## src/rtl/spmv_pkg.sv

```systemverilog
// spmv_pkg: shared constants and the state type for the SpMV y-array responder
package spmv_pkg;
  localparam int Y_DEPTH = 8;
  localparam int Y_AW    = 3;
  localparam int DW      = 32;
  typedef enum logic [1:0] {IDLE, CLEAR, RUN, DRAIN} state_t;
endpackage

```

## src/rtl/spmv_dp_regfile.sv

```systemverilog
// spmv_dp_regfile: dual-port register array, read-first, port 1 wins same-address writes
//   i_clr zeroes every word, i_en gates both access ports, q holds while its ce is low;
//   i_raddr/o_rdata is a combinational side read used by the drain stream.
module spmv_dp_regfile #(
  parameter int DEPTH = spmv_pkg::Y_DEPTH,
  parameter int AW    = spmv_pkg::Y_AW,
  parameter int DW    = spmv_pkg::DW
) (
  input  logic          clk,
  input  logic          rst,
  input  logic          i_clr,
  input  logic          i_en,
  input  logic [AW-1:0] i_addr0,
  input  logic          i_ce0,
  input  logic          i_we0,
  input  logic [DW-1:0] i_d0,
  output logic [DW-1:0] o_q0,
  input  logic [AW-1:0] i_addr1,
  input  logic          i_ce1,
  input  logic          i_we1,
  input  logic [DW-1:0] i_d1,
  output logic [DW-1:0] o_q1,
  input  logic [AW-1:0] i_raddr,
  output logic [DW-1:0] o_rdata
);
  localparam logic [AW:0] LIM = (AW+1)'(DEPTH);
  logic [DW-1:0] r_mem [DEPTH];
  logic          w_ok0, w_ok1;
  assign w_ok0   = {1'b0, i_addr0} < LIM;
  assign w_ok1   = {1'b0, i_addr1} < LIM;
  assign o_rdata = r_mem[i_raddr];
  always_ff @(posedge clk or posedge rst)
    if (rst) begin
      for (int i = 0; i < DEPTH; i++) r_mem[i] <= '0;
      o_q0 <= '0;
      o_q1 <= '0;
    end else if (i_clr) begin
      for (int i = 0; i < DEPTH; i++) r_mem[i] <= '0;
    end else if (i_en) begin
      // reads sample the array before this cycle's writes land (read-first)
      if (i_ce0) o_q0 <= w_ok0 ? r_mem[i_addr0] : '0;
      if (i_ce1) o_q1 <= w_ok1 ? r_mem[i_addr1] : '0;
      // out-of-range addresses never match a row, so those writes drop out
      for (int i = 0; i < DEPTH; i++)
        if (i_ce1 && i_we1 && i_addr1 == AW'(i)) r_mem[i] <= i_d1;
        else if (i_ce0 && i_we0 && i_addr0 == AW'(i)) r_mem[i] <= i_d0;
    end
endmodule

```

## src/rtl/spmv_y_responder.sv

```systemverilog
// spmv_y_responder: register-backed y memory for the SpMV core with run sequencing and drain stream
//   start_in/ap_start/ap_done sequence one run; y_* are the core's two ap_memory ports;
//   m_* stream every y word after the run; busy is high outside IDLE.
module spmv_y_responder #(
  parameter int DEPTH = spmv_pkg::Y_DEPTH,
  parameter int AW    = spmv_pkg::Y_AW,
  parameter int DW    = spmv_pkg::DW
) (
  input  logic          clk,
  input  logic          ap_rst,
  input  logic          start_in,
  output logic          ap_start,
  input  logic          ap_done,
  input  logic [AW-1:0] y_address0,
  input  logic          y_ce0,
  input  logic          y_we0,
  input  logic [DW-1:0] y_d0,
  output logic [DW-1:0] y_q0,
  input  logic [AW-1:0] y_address1,
  input  logic          y_ce1,
  input  logic          y_we1,
  input  logic [DW-1:0] y_d1,
  output logic [DW-1:0] y_q1,
  output logic          m_valid,
  input  logic          m_ready,
  output logic [DW-1:0] m_data,
  output logic [AW-1:0] m_index,
  output logic          m_last,
  output logic          busy
);
  import spmv_pkg::*;
  state_t        r_state, w_next;
  logic [AW-1:0] r_idx, w_idx_next;
  logic          w_xfer;
  assign ap_start = r_state == RUN;
  assign busy     = r_state != IDLE;
  assign m_valid  = r_state == DRAIN;
  assign m_index  = r_idx;
  assign m_last   = m_valid && r_idx == AW'(DEPTH - 1);
  assign w_xfer   = m_valid && m_ready;
  always_comb begin
    w_next = r_state == IDLE  ? (start_in ? CLEAR : IDLE) :
             r_state == CLEAR ? RUN :
             r_state == RUN   ? (ap_done ? DRAIN : RUN) :
             (w_xfer && m_last ? IDLE : DRAIN);
    w_idx_next = !w_xfer ? r_idx : m_last ? '0 : r_idx + AW'(1);
  end
  always_ff @(posedge clk or posedge ap_rst)
    if (ap_rst) begin
      r_state <= IDLE;
      r_idx   <= '0;
    end else begin
      r_state <= w_next;
      r_idx   <= w_idx_next;
    end
  spmv_dp_regfile #(.DEPTH(DEPTH), .AW(AW), .DW(DW)) u_mem (
    .clk     (clk),
    .rst     (ap_rst),
    .i_clr   (r_state == CLEAR),
    .i_en    (r_state == RUN),
    .i_addr0 (y_address0),
    .i_ce0   (y_ce0),
    .i_we0   (y_we0),
    .i_d0    (y_d0),
    .o_q0    (y_q0),
    .i_addr1 (y_address1),
    .i_ce1   (y_ce1),
    .i_we1   (y_we1),
    .i_d1    (y_d1),
    .o_q1    (y_q1),
    .i_raddr (r_idx),
    .o_rdata (m_data)
  );
endmodule
```

## config.mk

```make
export PLATFORM = sky130hd
export DESIGN_NAME = spmv_y_responder
export DESIGN_NICKNAME = d
export VERILOG_FILES = /design/src/rtl/spmv_pkg.sv /design/src/rtl/spmv_dp_regfile.sv /design/src/rtl/spmv_y_responder.sv
export SDC_FILE = /design/constraint.sdc
export NUM_CORES = 1
export LEC_CHECK = 0
export ABC_AREA = 1
export ABC_CLOCK_PERIOD_IN_PS = 23200
export CELL_PAD_IN_SITES_DETAIL_PLACEMENT = 2
export CELL_PAD_IN_SITES_GLOBAL_PLACEMENT = 2
export CORE_ASPECT_RATIO = 1.1
export CORE_UTILIZATION = 35
export DETAILED_ROUTE_END_ITERATION = 8
export GPL_TIMING_DRIVEN = 0
export PLACE_DENSITY_LB_ADDON = 0.15
export SYNTH_ARGS = -nofsm -noshare
export SYNTH_HDL_FRONTEND = slang
export SYNTH_HIERARCHICAL = 1
export SYNTH_SLANG_ARGS = --single-unit
export TNS_END_PERCENT = 5
```

## constraint.sdc

```tcl
create_clock -name clk -period 23.2 [get_ports clk]
set_clock_uncertainty 0.1 [all_clocks]
set_input_delay 2.32 -clock clk [delete_from_list [all_inputs] [get_ports clk]]
set_output_delay 2.32 -clock clk [all_outputs]
set_load 0.03 [all_outputs]
```

==> results of run 1 <==
[per-layer routing]
metal	GRT usage (%)	up-vias	wire, um
met5	0	-	14
met4	36.1	2	14200
met3	13.6	718	17400
met2	70.1	2037	67200
met1	58.5	15218	60600
li1	-	12418	-
[synthesized netlist by cell type (all sizes together)]
cell type and n:
nand2 1109, nand3 678, o21ai 533, dfrtp 325
nor2 297, inv 275, buf 154, a21oi 143
clkbuf 132, and2 28, clkinv 2, ha 2
nand4 2, or2 2
[logic make-up after synthesis]
logic type | count (synthesis)
adders and majority gates | 2
and+or+nand+nor | 2116
DFF | 325
AOI/OAI and AO/OA | 676
buffers and inverters | 563
[per-stage QoR]
stage          power (mW)  hold WS, ns  util [%]  instances  worst slack [ns]
5_1_grt              4.02        0.405      42.5       4781             16.76
2_1_floorplan        2.11        0.359         -       3682             11.92
4_1_cts              3.80        0.391      42.5       4781             16.92
6_report             3.89        0.384      42.5       4783             16.74
3_3_place_gp         2.97        0.363      40.0       4703              6.83
3_5_place_dp         3.05        0.372      40.1       4705             17.57
[final cells by class]
type                    count  area [um2]
repair buffers            182        1860
plain buffers             286        1240
well taps                 841        1050
multi-input cells        2794       12300
diodes                      2        5.00
fillers                  8061       36800
clock inverters            19         240
clock buffers              57        1250
inverters                 277        1050
flip-flops and latches    325        8130
[worst max-delay path by stage]
stage	startpoint	endpoint	slack, ns	cells past startpoint
4_1_cts	m_index[1]$_DFFE_PP0N_	m_data[26]	16.92	8
2_1_floorplan	ap_rst	u_mem/o_q0[0]$_DFFE_PP0P_	11.92	1
5_1_grt	m_index[0]$_DFFE_PP0N_	m_data[31]	16.76	9
3_3_place_gp	ap_rst	u_mem/o_q1[0]$_DFFE_PP0P_	6.83	2
3_5_place_dp	m_index[1]$_DFFE_PP0N_	m_data[26]	17.57	8
6_report	m_index[1]$_DFFE_PP0N_	m_data[20]	16.74	8
[critical path, cell delays in order (launching register included)]
cell and delay, ns:
dfrtp_1 0.41, clkbuf_1 0.45, clkinv_1 0.50, clkbuf_1 0.49, a21oi_1 0.32, o21ai_0 0.23, nand3_1 0.17, and2_1 0.19
clkdlybuf4s50_1 0.68
[state kept, by name (all words and copies together) (netlist names)]
signal,cells
u_mem/r_mem,256
m_index,3
r_state,2
u_mem/o_q1,32
u_mem/o_q0,32
[report_power, final]
part	switching, mW	leakage (nW)	internal [mW]	total, mW
sequential	0.248	4.13	0.810	1.06
combinational	1.49	8.00	0.615	2.10
clock	0.292	0.726	0.432	0.724
==> qor_table.md, run 1 <==
| Step | Result | Value |
|:---|:---|:---|
| status | Status | complete, but fails checks |
| status | Failing checks | max-capacitance violations |
| cts | Root buffer selected by CTS | clkbuf_16 |
| cts | Post-CTS setup repair buffer count | 0 |
| place | Count of buffers inserted at the top-level ports | 180 |
| critical path | Worst-case register-to-register setup slack | 18.90 ns |
| logic synthesis | Top-area cell type share of the netlist area | 35.7% |
| logic synthesis | Share of cell area taken by muxes after synthesis | 0% |
| critical path | Crit-path max FO | 10 |
| logic synthesis | Post-synthesis sequential element count | 325 |
| global routing | All-layer global routing usage | 47.6% |
| logic synthesis | Post-Synth XOR/XNOR Area | 0% |
| drt | DRT Pass-1 Iters | 5 |
| logic synthesis | Largest area contributor in the netlist | dfrtp_1 |
| drt | Detail-routed net length per standard cell | 33.3 um |
| place | Hpwl dp | 112000 um |
| cts | Total CTS buffers | 41 |
| logic synthesis | Nets in the synthesized netlist | 3763 |
| critical path | CP required | 20.78 ns |
| power and ir drop | Power density normalized to cell area | 143 nW/um2 |
| finish | Layout Area Growth over Synthesis | 19.4% |
| floorplanning | Die extent in y | 269 um |
| drt | Count of antenna-violating nets left after detailed routing | 0 |
| timing | Post-route clock period utilization | 27.9% |
| logic synthesis | Cell area after synthesis | 22800 um2 |
| timing | Sum Neg Setup Slack | 0 ns |
| drt | DRC violation count after routing | 0 |
| global routing | Total gr overflow | 0 |
| drt | Post-DR vias/cell | 6.35 |
| logic synthesis | Share of synthesized cell area in and, or, nand and nor gates | 39.3% |
| cts | Clock transition at the register clock pins on the worst setup and hold paths after CTS | 0.06 ns |
| floorplanning | Die boundary width | 245 um |
| drt | Starting DRC count in detailed routing | 3737 |
| hold path | Hold EP | u_mem/o_q1[29]$_DFFE_PP0P_ |
| critical path | Start of the worst register-to-register path | r_state[1]$_DFF_PP0_ |
| global routing | Maximum number of pins on one net before global-route repair | 117 |
| logic synthesis | Cell variety after synth | 26 |
| finish | Most used cells in the layout excluding fill and tap cells | nand2_1, nand3_1, dfrtp_1 |
| cts | Number of buffers inserted for hold repair after clock tree synthesis | 0 |
| floorplanning | Floorplan core area | 64000 um2 |
| job | Reported max-cap violation count | 1 |
| finish | Number of nets at the end of the flow | 3988 |
| timing | Count of final hold-check violations | 0 |
| logic synthesis | Sequential cell area fraction in the yosys report | 35.7% |
| critical path | Arrival time reported for the critical path endpoint | 4.04 ns |
| cts | Clock Path Buffers | 3 |
| floorplanning | Starting utilization of the core area | 35.6% |
| logic synthesis | Largest cells by area after synthesis | dfrtp_1, nand2_1, nand3_1, o21ai_0, o21ai_1 |
| timing | Unrepaired setup endpoints after global routing | no |
| timing | Max-slew headroom at the worst pin | 0.470% |
| cts | Insertion delay to the later sink of the worst-skew pair | 0.60 ns |
| global routing | Number of antenna violations at the first check in global routing | 2 |
| logic synthesis | Syn. warnings | 6 |
| finish | Total non-filler cell area in the finished layout | 27200 um2 |
| hold path | Startpoint of the worst hold path | u_mem/o_q1[29]$_DFFE_PP0P_ |
| floorplanning | Ports placed on the boundary | 182 |
| timing | Final number of max-transition violations | 0 |
| critical path | Category of the critical setup timing path | flip-flop to primary output |
| logic synthesis | Gate Count Post-Synth | 3682 |
| logic synthesis | Synthesized area divided by synthesized cell count | 6.18 um2 |
| place | Placed cell areas | 25700 um2 |
| critical path | Reg-to-Reg End | u_mem/o_q1[10]$_DFFE_PP0P_ |
| global routing | First-pass GRT wire length | 225000 um |
| cts | Count of H-tree levels built during CTS | 2 |
| critical path | CP startpoint kind | flip-flop |
| power and ir drop | Leakage power figure | 12.9 nW |
| timing | Slew at the pin with the worst max-slew slack | 1.49 ns |
| critical path | CP endpoint kind | primary output |
| floorplanning | Std-Cell Rows | 97 |
| hold path | Hold WC Path Type | flip-flop to flip-flop |
| drt | Detailed Route WL | 159000 um |
| cts | CTS tree | built |
| finish | Most common cell after layout, fill and taps aside | nand2_1 |
| cts | Number of clock sinks seen by CTS | 325 |
| hold path | Number of stages on the worst hold path | 2 |
| finish | Share of final-layout standard cells stronger than drive strength 1 | 5.51% |
| power and ir drop | IR Drop Worst-Case VDD | 0.109 mV |
| global routing | Via count of the first global-routing pass | 31361 |
| drt | Via count | 30393 |
| logic synthesis | Dominant combinational cell family by area after synthesis | simple AND/OR/NAND/NOR gates |
| timing | Final setup violation count | 0 |
| critical path | Cell count of the worst reg-to-reg path | 7 |
| logic synthesis | Compound-cell area share of the yosys netlist | 14.9% |
| timing | Post-route minimum period | 6.46 ns |
| cts | CTS-repair resized insts | 0 |
| place | Placer Congestion | 1.03 |
| timing | Peak clock frequency supported by timing | 0.155 GHz |
| logic synthesis | Adder-Cell Fraction of Synth Area | 0.110% |
| floorplanning | Die area | 66000 um2 |
No activity file was read; power rests on OpenSTA's default activity.
==> inputs of run 2 (changes only) <==
--- a/config.mk
+++ b/config.mk
@@ -6,11 +6,11 @@
 export NUM_CORES = 1
 export LEC_CHECK = 0
 export ABC_AREA = 1
-export ABC_CLOCK_PERIOD_IN_PS = 23200
+export ABC_CLOCK_PERIOD_IN_PS = 6500
 export CELL_PAD_IN_SITES_DETAIL_PLACEMENT = 2
 export CELL_PAD_IN_SITES_GLOBAL_PLACEMENT = 2
 export CORE_ASPECT_RATIO = 1.1
-export CORE_UTILIZATION = 35
+export CORE_UTILIZATION = 32
 export DETAILED_ROUTE_END_ITERATION = 8
 export GPL_TIMING_DRIVEN = 0
 export PLACE_DENSITY_LB_ADDON = 0.15
==> constraint.sdc (replaced) <==
create_clock -name clk -period 6.5 [get_ports clk]
set_clock_uncertainty 0.1 [all_clocks]
set_input_delay 0.65 -clock clk [delete_from_list [all_inputs] [get_ports clk]]
set_output_delay 0.65 -clock clk [all_outputs]
set_load 0.03 [all_outputs]
==> qor_table.md, run 2 (synthesis gave the netlist of run 1 again) <==
| Step | Result | Value |
|:---|:---|:---|
| critical path | Cell count of the worst reg-to-reg path | 7 |
| power and ir drop | Register share of total power | 27.3% |
| cts | Clock transition at the register clock pins on the worst setup and hold paths after CTS | 0.06 ns |
| finish | Finished Core Util | 38.9% |
| power and ir drop | Cell-internal power | 6.56 mW |
| timing | Post-route clock period utilization | 74.3% |
| place | Count of buffers inserted at the top-level ports | 180 |
| critical path | Worst-case register-to-register setup slack | 2.29 ns |
| power and ir drop | Total Power | 13.7 mW |
| drt | Starting DRC count in detailed routing | 3369 |
| floorplanning | Std-Cell Rows | 102 |
| timing | Final number of max-transition violations | 10 |
| power and ir drop | Power density normalized to cell area | 501 nW/um2 |
| power and ir drop | Switching Share | 52.2% |
| global routing | Maximum number of pins on one net before global-route repair | 42 |
| timing | Slew at the pin with the worst max-slew slack | 1.50 ns |
| cts | Insertion delay to the later sink of the worst-skew pair | 0.59 ns |
| status | Failing checks | max-capacitance violations, max-slew violations |
| floorplanning | Die area | 72200 um2 |
| cts | Root buffer selected by CTS | clkbuf_16 |
| cts | Number of buffers inserted for hold repair after clock tree synthesis | 0 |
| timing | Hold WS | 0.256 ns |
| timing | Final setup violation count | 0 |
| place | Number of placed instances with taps included | 4807 |
| critical path | Category of the critical setup timing path | flip-flop to primary output |
| timing | Peak clock frequency supported by timing | 0.207 GHz |
| critical path | Crit-path max FO | 10 |
| critical path | CP startpoint kind | flip-flop |
| critical path | Arrival time reported for the critical path endpoint | 4.08 ns |
| global routing | All-layer global routing usage | 43.7% |
| global routing | Total gr overflow | 0 |
| job | Reported max-cap violation count | 2 |
| finish | Largest register FFs | 256 |
| finish | Most used cells in the layout excluding fill and tap cells | nand2_1, nand3_1, dfrtp_1 |
| critical path | Destination of the critical timing path | m_data[31] |
| finish | Leading registers by flop count | u_mem/r_mem (256), u_mem/o_q0 (32), u_mem/o_q1 (32) |
| global routing | Number of antenna violations at the first check in global routing | 3 |
| place | Placer Congestion | 0.999 |
| power and ir drop | Leakage power figure | 12.9 nW |
| finish | Share of final-layout standard cells stronger than drive strength 1 | 5.52% |
| drt | DRC violation count after routing | 0 |
| global routing | First-pass GRT wire length | 224000 um |
| power and ir drop | Power share of the clock group | 18.2% |
| drt | Detail-routed net length per standard cell | 32.8 um |
| critical path | Start of the worst register-to-register path | r_state[1]$_DFF_PP0_ |
| critical path | Worst setup startpoint | m_index[0]$_DFFE_PP0N_ |
| timing | Max-slew headroom at the worst pin | -0.103% |
| status | Status | complete, but fails checks |
| cts | Count of H-tree levels built during CTS | 2 |
| cts | CTS-repair resized insts | 0 |
| finish | Largest reg by FF count | u_mem/r_mem |
| floorplanning | Floorplan core area | 70300 um2 |
| drt | Detailed Route WL | 160000 um |
| cts | Clock Path Buffers | 3 |
| power and ir drop | Part of the total power dissipated in combinational logic | 54.5% |
| timing | Unrepaired setup endpoints after global routing | no |
| place | Hpwl dp | 115000 um |
| finish | Layout Area Growth over Synthesis | 20.1% |
| cts | Total CTS buffers | 41 |
| finish | Most common cell after layout, fill and taps aside | nand2_1 |
| cts | Number of clock sinks seen by CTS | 325 |
| power and ir drop | IR Drop Worst-Case VDD | 0.214 mV |
| finish | Non-filler cells in the finished layout | 4886 |
| hold path | Hold WC Path Type | primary input to async pin |
| cts | CTS tree | built |
| floorplanning | Die boundary width | 256 um |
| drt | Count of antenna-violating nets left after detailed routing | 0 |
| floorplanning | Ports placed on the boundary | 182 |
| critical path | CP endpoint kind | primary output |
| timing | Count of final hold-check violations | 0 |
| critical path | CP required | 5.75 ns |
| cts | Post-CTS setup repair buffer count | 0 |
| global routing | Via count of the first global-routing pass | 30814 |
| floorplanning | Die extent in y | 282 um |
| power and ir drop | Switching component of the power | 7.15 mW |
| critical path | Reg-to-Reg End | u_mem/o_q1[10]$_DFFE_PP0P_ |
| drt | Via count | 29970 |
| finish | Number of nets at the end of the flow | 3995 |
| timing | Post-route minimum period | 4.83 ns |
| floorplanning | Starting utilization of the core area | 32.4% |
| drt | DRT Pass-1 Iters | 5 |
| drt | Post-DR vias/cell | 6.13 |
run 2: cell types whose count changed in the layout (fill, tap and decap cells not counted):
| cell | before | now |
|---|---|---|
| inv_8 | 1 | 0 |
| buf_12 | 0 | 9 |
| clkbuf_8 | 12 | 8 |
| clkinv_2 | 8 | 7 |
| clkinv_4 | 1 | 2 |
| clkbuf_1 | 134 | 139 |
| diode_2 | 2 | 4 |
| buf_16 | 2 | 0 |
| bufinv_16 | 5 | 4 |
run 2: power groups by stage:
stage,Sequential (mW),Clock (mW),Combinational (mW)
final,3.74,2.49,7.48
after global routing,3.81,2.57,7.86
after global placement,3.67,0,6.97
after detailed placement,3.71,0,7.21
after CTS,3.70,2.51,7.26
after floorplan,3.74,0,3.78
run 2: worst min path at each step:
stage,from,to,cells past startpoint
after floorplan,ap_rst,m_index[0]$_DFFE_PP0N_,1
after global placement,u_mem/o_q0[13]$_DFFE_PP0P_,u_mem/o_q0[13]$_DFFE_PP0P_,2
after detailed placement,u_mem/o_q1[13]$_DFFE_PP0P_,u_mem/o_q1[13]$_DFFE_PP0P_,2
after CTS,ap_rst,m_index[0]$_DFFE_PP0N_,2
after global routing,ap_rst,m_index[0]$_DFFE_PP0N_,2
final,ap_rst,m_index[0]$_DFFE_PP0N_,2
run 2: cell type report:
class                   count  area [um2]
flip-flops and latches    325        8130
repair buffers            189        1980
multi-input cells        2794       12300
fillers                  8777       43000
clock buffers              58        1210
well taps                 936        1170
inverters                 277        1040
diodes                      4        10.0
plain buffers             286        1240
clock inverters            17         206
run 2: stage by stage:
step / setup slack [ns] / TNS, ns / instance area [um2]
2_1_floorplan: 1.48 / 0 / 22800
3_3_place_gp: -1.41 / -429.44 / 25700
3_5_place_dp: 2.46 / 0 / 25900
4_1_cts: 1.86 / 0 / 27300
5_1_grt: 1.65 / 0 / 27300
6_report: 1.67 / 0 / 27300
run 2: per-layer routing:
| layer | track usage, % | vias to the layer above | part of all wire (%) |
|---|---|---|---|
| li1 | - | 12416 | - |
| met2 | 67.0 | 1868 | 43 |
| met5 | 0.265 | - | 0.010 |
| met4 | 30.5 | 2 | 7.8 |
| met1 | 54.0 | 15072 | 39 |
| met3 | 10.8 | 612 | 10 |
run 2: critical path, cell delays in order (launching register included):
cell             delay (ns)
dfrtp_1                0.43
buf_2                  0.22
inv_2                  0.17
buf_2                  0.29
clkbuf_1               0.99
o21ai_0                0.24
o21ai_0                0.16
nand2_1                0.08
nand2_1                0.18
clkdlybuf4s50_1        0.70
==> inputs of run 3 (changes only) <==
--- a/config.mk
+++ b/config.mk
@@ -6,11 +6,11 @@
 export NUM_CORES = 1
 export LEC_CHECK = 0
 export ABC_AREA = 1
-export ABC_CLOCK_PERIOD_IN_PS = 6500
+export ABC_CLOCK_PERIOD_IN_PS = 3900
 export CELL_PAD_IN_SITES_DETAIL_PLACEMENT = 2
 export CELL_PAD_IN_SITES_GLOBAL_PLACEMENT = 2
 export CORE_ASPECT_RATIO = 1.1
-export CORE_UTILIZATION = 32
+export CORE_UTILIZATION = 29
 export DETAILED_ROUTE_END_ITERATION = 8
 export GPL_TIMING_DRIVEN = 0
 export PLACE_DENSITY_LB_ADDON = 0.15
==> constraint.sdc (replaced) <==
create_clock -name clk -period 3.9 [get_ports clk]
set_clock_uncertainty 0.1 [all_clocks]
set_input_delay 0.39 -clock clk [delete_from_list [all_inputs] [get_ports clk]]
set_output_delay 0.39 -clock clk [all_outputs]
set_load 0.03 [all_outputs]
==> qor_table.md, run 3 (synthesis gave the netlist of run 1 again) <==
| Step | Result | Value |
|:---|:---|:---|
| drt | Post-DR vias/cell | 5.97 |
| place | Count of buffers inserted at the top-level ports | 180 |
| timing | Post-route minimum period | 4.01 ns |
| drt | Via count | 29782 |
| drt | Detailed Route WL | 165000 um |
| floorplanning | Starting utilization of the core area | 29.4% |
| timing | Count of final hold-check violations | 0 |
| timing | Slew at the pin with the worst max-slew slack | 1.63 ns |
| global routing | Number of antenna violations at the first check in global routing | 8 |
| power and ir drop | Power share of the clock group | 17.9% |
| finish | Combined area of the multi-input logic cells | 12300 um2 |
| critical path | Category of the critical setup timing path | flip-flop to primary output |
| timing | Sum Neg Setup Slack | -0.370 ns |
| critical path | CP required | 3.41 ns |
| finish | Most used cells in the layout excluding fill and tap cells | nand2_1, nand3_1, dfrtp_1 |
| finish | Leading registers by flop count | u_mem/r_mem (256), u_mem/o_q0 (32), u_mem/o_q1 (32) |
| cts | Clock transition at the register clock pins on the worst setup and hold paths after CTS | 0.06 ns |
| critical path | CP startpoint kind | flip-flop |
| place | Placer Congestion | 1.02 |
| finish | Total non-filler cell area in the finished layout | 27500 um2 |
| finish | Most common cell after layout, fill and taps aside | nand2_1 |
| power and ir drop | Switching component of the power | 12.2 mW |
| power and ir drop | Register share of total power | 27.6% |
| place | Placed cell areas | 26000 um2 |
| drt | Detail-routed net length per standard cell | 33.0 um |
| timing | Max-slew headroom at the worst pin | -8.55% |
| cts | Clock Path Buffers | 3 |
| critical path | CP endpoint kind | primary output |
| floorplanning | Die area | 79600 um2 |
| global routing | Via count of the first global-routing pass | 29990 |
| drt | DRT Pass-1 Iters | 5 |
| cts | Count of H-tree levels built during CTS | 2 |
| timing | Post-route clock period utilization | 103% |
| drt | Count of antenna-violating nets left after detailed routing | 0 |
| timing | Unrepaired setup endpoints after global routing | yes |
| timing | Worst Setup Slack, final | -0.106 ns |
| power and ir drop | Cell-internal power | 10.9 mW |
| global routing | Total gr overflow | 0 |
| place | Hpwl dp | 120000 um |
| critical path | Arrival time reported for the critical path endpoint | 3.52 ns |
| place | Worst slack at placement | 0.0116 ns |
| floorplanning | Std-Cell Rows | 107 |
| status | Status | complete, but fails checks |
| timing | Final number of max-transition violations | 44 |
| power and ir drop | Switching Share | 52.9% |
| global routing | First-pass GRT wire length | 230000 um |
| hold path | Number of stages on the worst hold path | 3 |
| critical path | Cell count of the worst reg-to-reg path | 8 |
| finish | Layout Area Growth over Synthesis | 21.0% |
| finish | Largest reg by FF count | u_mem/r_mem |
| drt | Starting DRC count in detailed routing | 3307 |
| cts | Total CTS buffers | 43 |
| floorplanning | Die boundary width | 269 um |
| finish | Largest register FFs | 256 |
| floorplanning | Die extent in y | 296 um |
| timing | Hold WS | 0.268 ns |
| floorplanning | Floorplan core area | 77500 um2 |
| cts | Root buffer selected by CTS | clkbuf_16 |
| floorplanning | Ports placed on the boundary | 182 |
| timing | Peak clock frequency supported by timing | 0.250 GHz |
| power and ir drop | IR Drop Worst-Case VDD | 0.401 mV |
| hold path | Hold WC Path Type | primary input to flip-flop |
| cts | CTS tree | built |
| global routing | All-layer global routing usage | 40.8% |
| power and ir drop | Total Power | 23.0 mW |
| power and ir drop | Part of the total power dissipated in combinational logic | 54.5% |
| job | Reported max-cap violation count | 5 |
| power and ir drop | Leakage power figure | 13.0 nW |
| cts | Number of clock sinks seen by CTS | 325 |
| cts | Insertion delay to the later sink of the worst-skew pair | 0.61 ns |
| drt | DRC violation count after routing | 0 |
| cts | Post-CTS setup repair buffer count | 0 |
| global routing | Maximum number of pins on one net before global-route repair | 40 |
| finish | Number of nets at the end of the flow | 3998 |
| critical path | Crit-path max FO | 10 |
| timing | Final setup violation count | 11 |
| finish | Fill count | 9555 |
| status | Failing checks | max-capacitance violations, max-slew violations, negative setup slack |
| finish | Share of final-layout standard cells stronger than drive strength 1 | 6.33% |
| power and ir drop | Power density normalized to cell area | 837 nW/um2 |
| finish | Sequential cell area | 8130 um2 |
run 3: per-layer routing:
layer  share of wire (%)  track usage [%]  vias to the layer above
met5               0.025                0                        -
met4                 6.6             24.1                        6
met3                  10             10.6                      500
met2                  43             62.3                     1720
met1                  40             52.0                    15139
li1                    -                -                    12417
run 3: stage by stage:
| stage | cells | util (%) |
|---|---|---|
| after detailed placement | 4906 | 33.6 |
| after CTS | 4984 | 35.5 |
| after global routing | 4984 | 35.5 |
| after global placement | 4897 | 33.4 |
| after floorplan | 3682 | - |
| final | 4989 | 35.5 |
run 3: power groups by stage:
stage	Clock, mW	Combinational, mW	Sequential (mW)
2_1_floorplan	0	6.31	6.24
3_3_place_gp	0	11.8	6.24
3_5_place_dp	0	12.1	6.31
4_1_cts	4.18	12.2	6.27
5_1_grt	4.28	13.2	6.44
6_report	4.13	12.6	6.35
run 3: final cells by class:
type,count,area share [%]
diodes,5,0.0454
plain buffers,286,4.71
clock buffers,51,4.16
clock inverters,26,0.977
inverters,277,3.80
multi-input cells,2794,44.8
flip-flops and latches,325,29.5
well taps,1035,4.70
repair buffers,190,7.27
run 3: worst paths after layout:
kind                                      startpoint                           to  slack (ns)
hold reg to reg            u_mem/o_q1[8]$_DFFE_PP0P_    u_mem/o_q1[8]$_DFFE_PP0P_        0.38
setup reg to reg                r_state[0]$_DFF_PP0_   u_mem/o_q1[10]$_DFFE_PP0P_        0.39
max in group asynchronous                     ap_rst  u_mem/r_mem[31]$_DFFE_PP0P_        1.42
min in group asynchronous                     ap_rst       m_index[2]$_DFFE_PP0N_        0.58
hold / removal                              start_in         r_state[0]$_DFF_PP0_        0.27
setup / recovery              m_index[1]$_DFFE_PP0N_                   m_data[28]       -0.11
run 3: repair_timing:
item | in CTS | in global routing
endpoints found under the hold margin | 5 | 0
hold buffers | 1 | 0
endpoints found under the setup margin | 32 | 29
resized for setup | 36 | 15
run 3: worst max-delay path, stage by stage, from the launching register on:
cell	delay, ns
dfrtp_1	0.43
clkbuf_2	0.31
buf_1	0.91
a21oi_1	0.06
o21ai_0	0.16
nand3_1	0.18
and2_1	0.25
clkdlybuf4s50_1	0.59
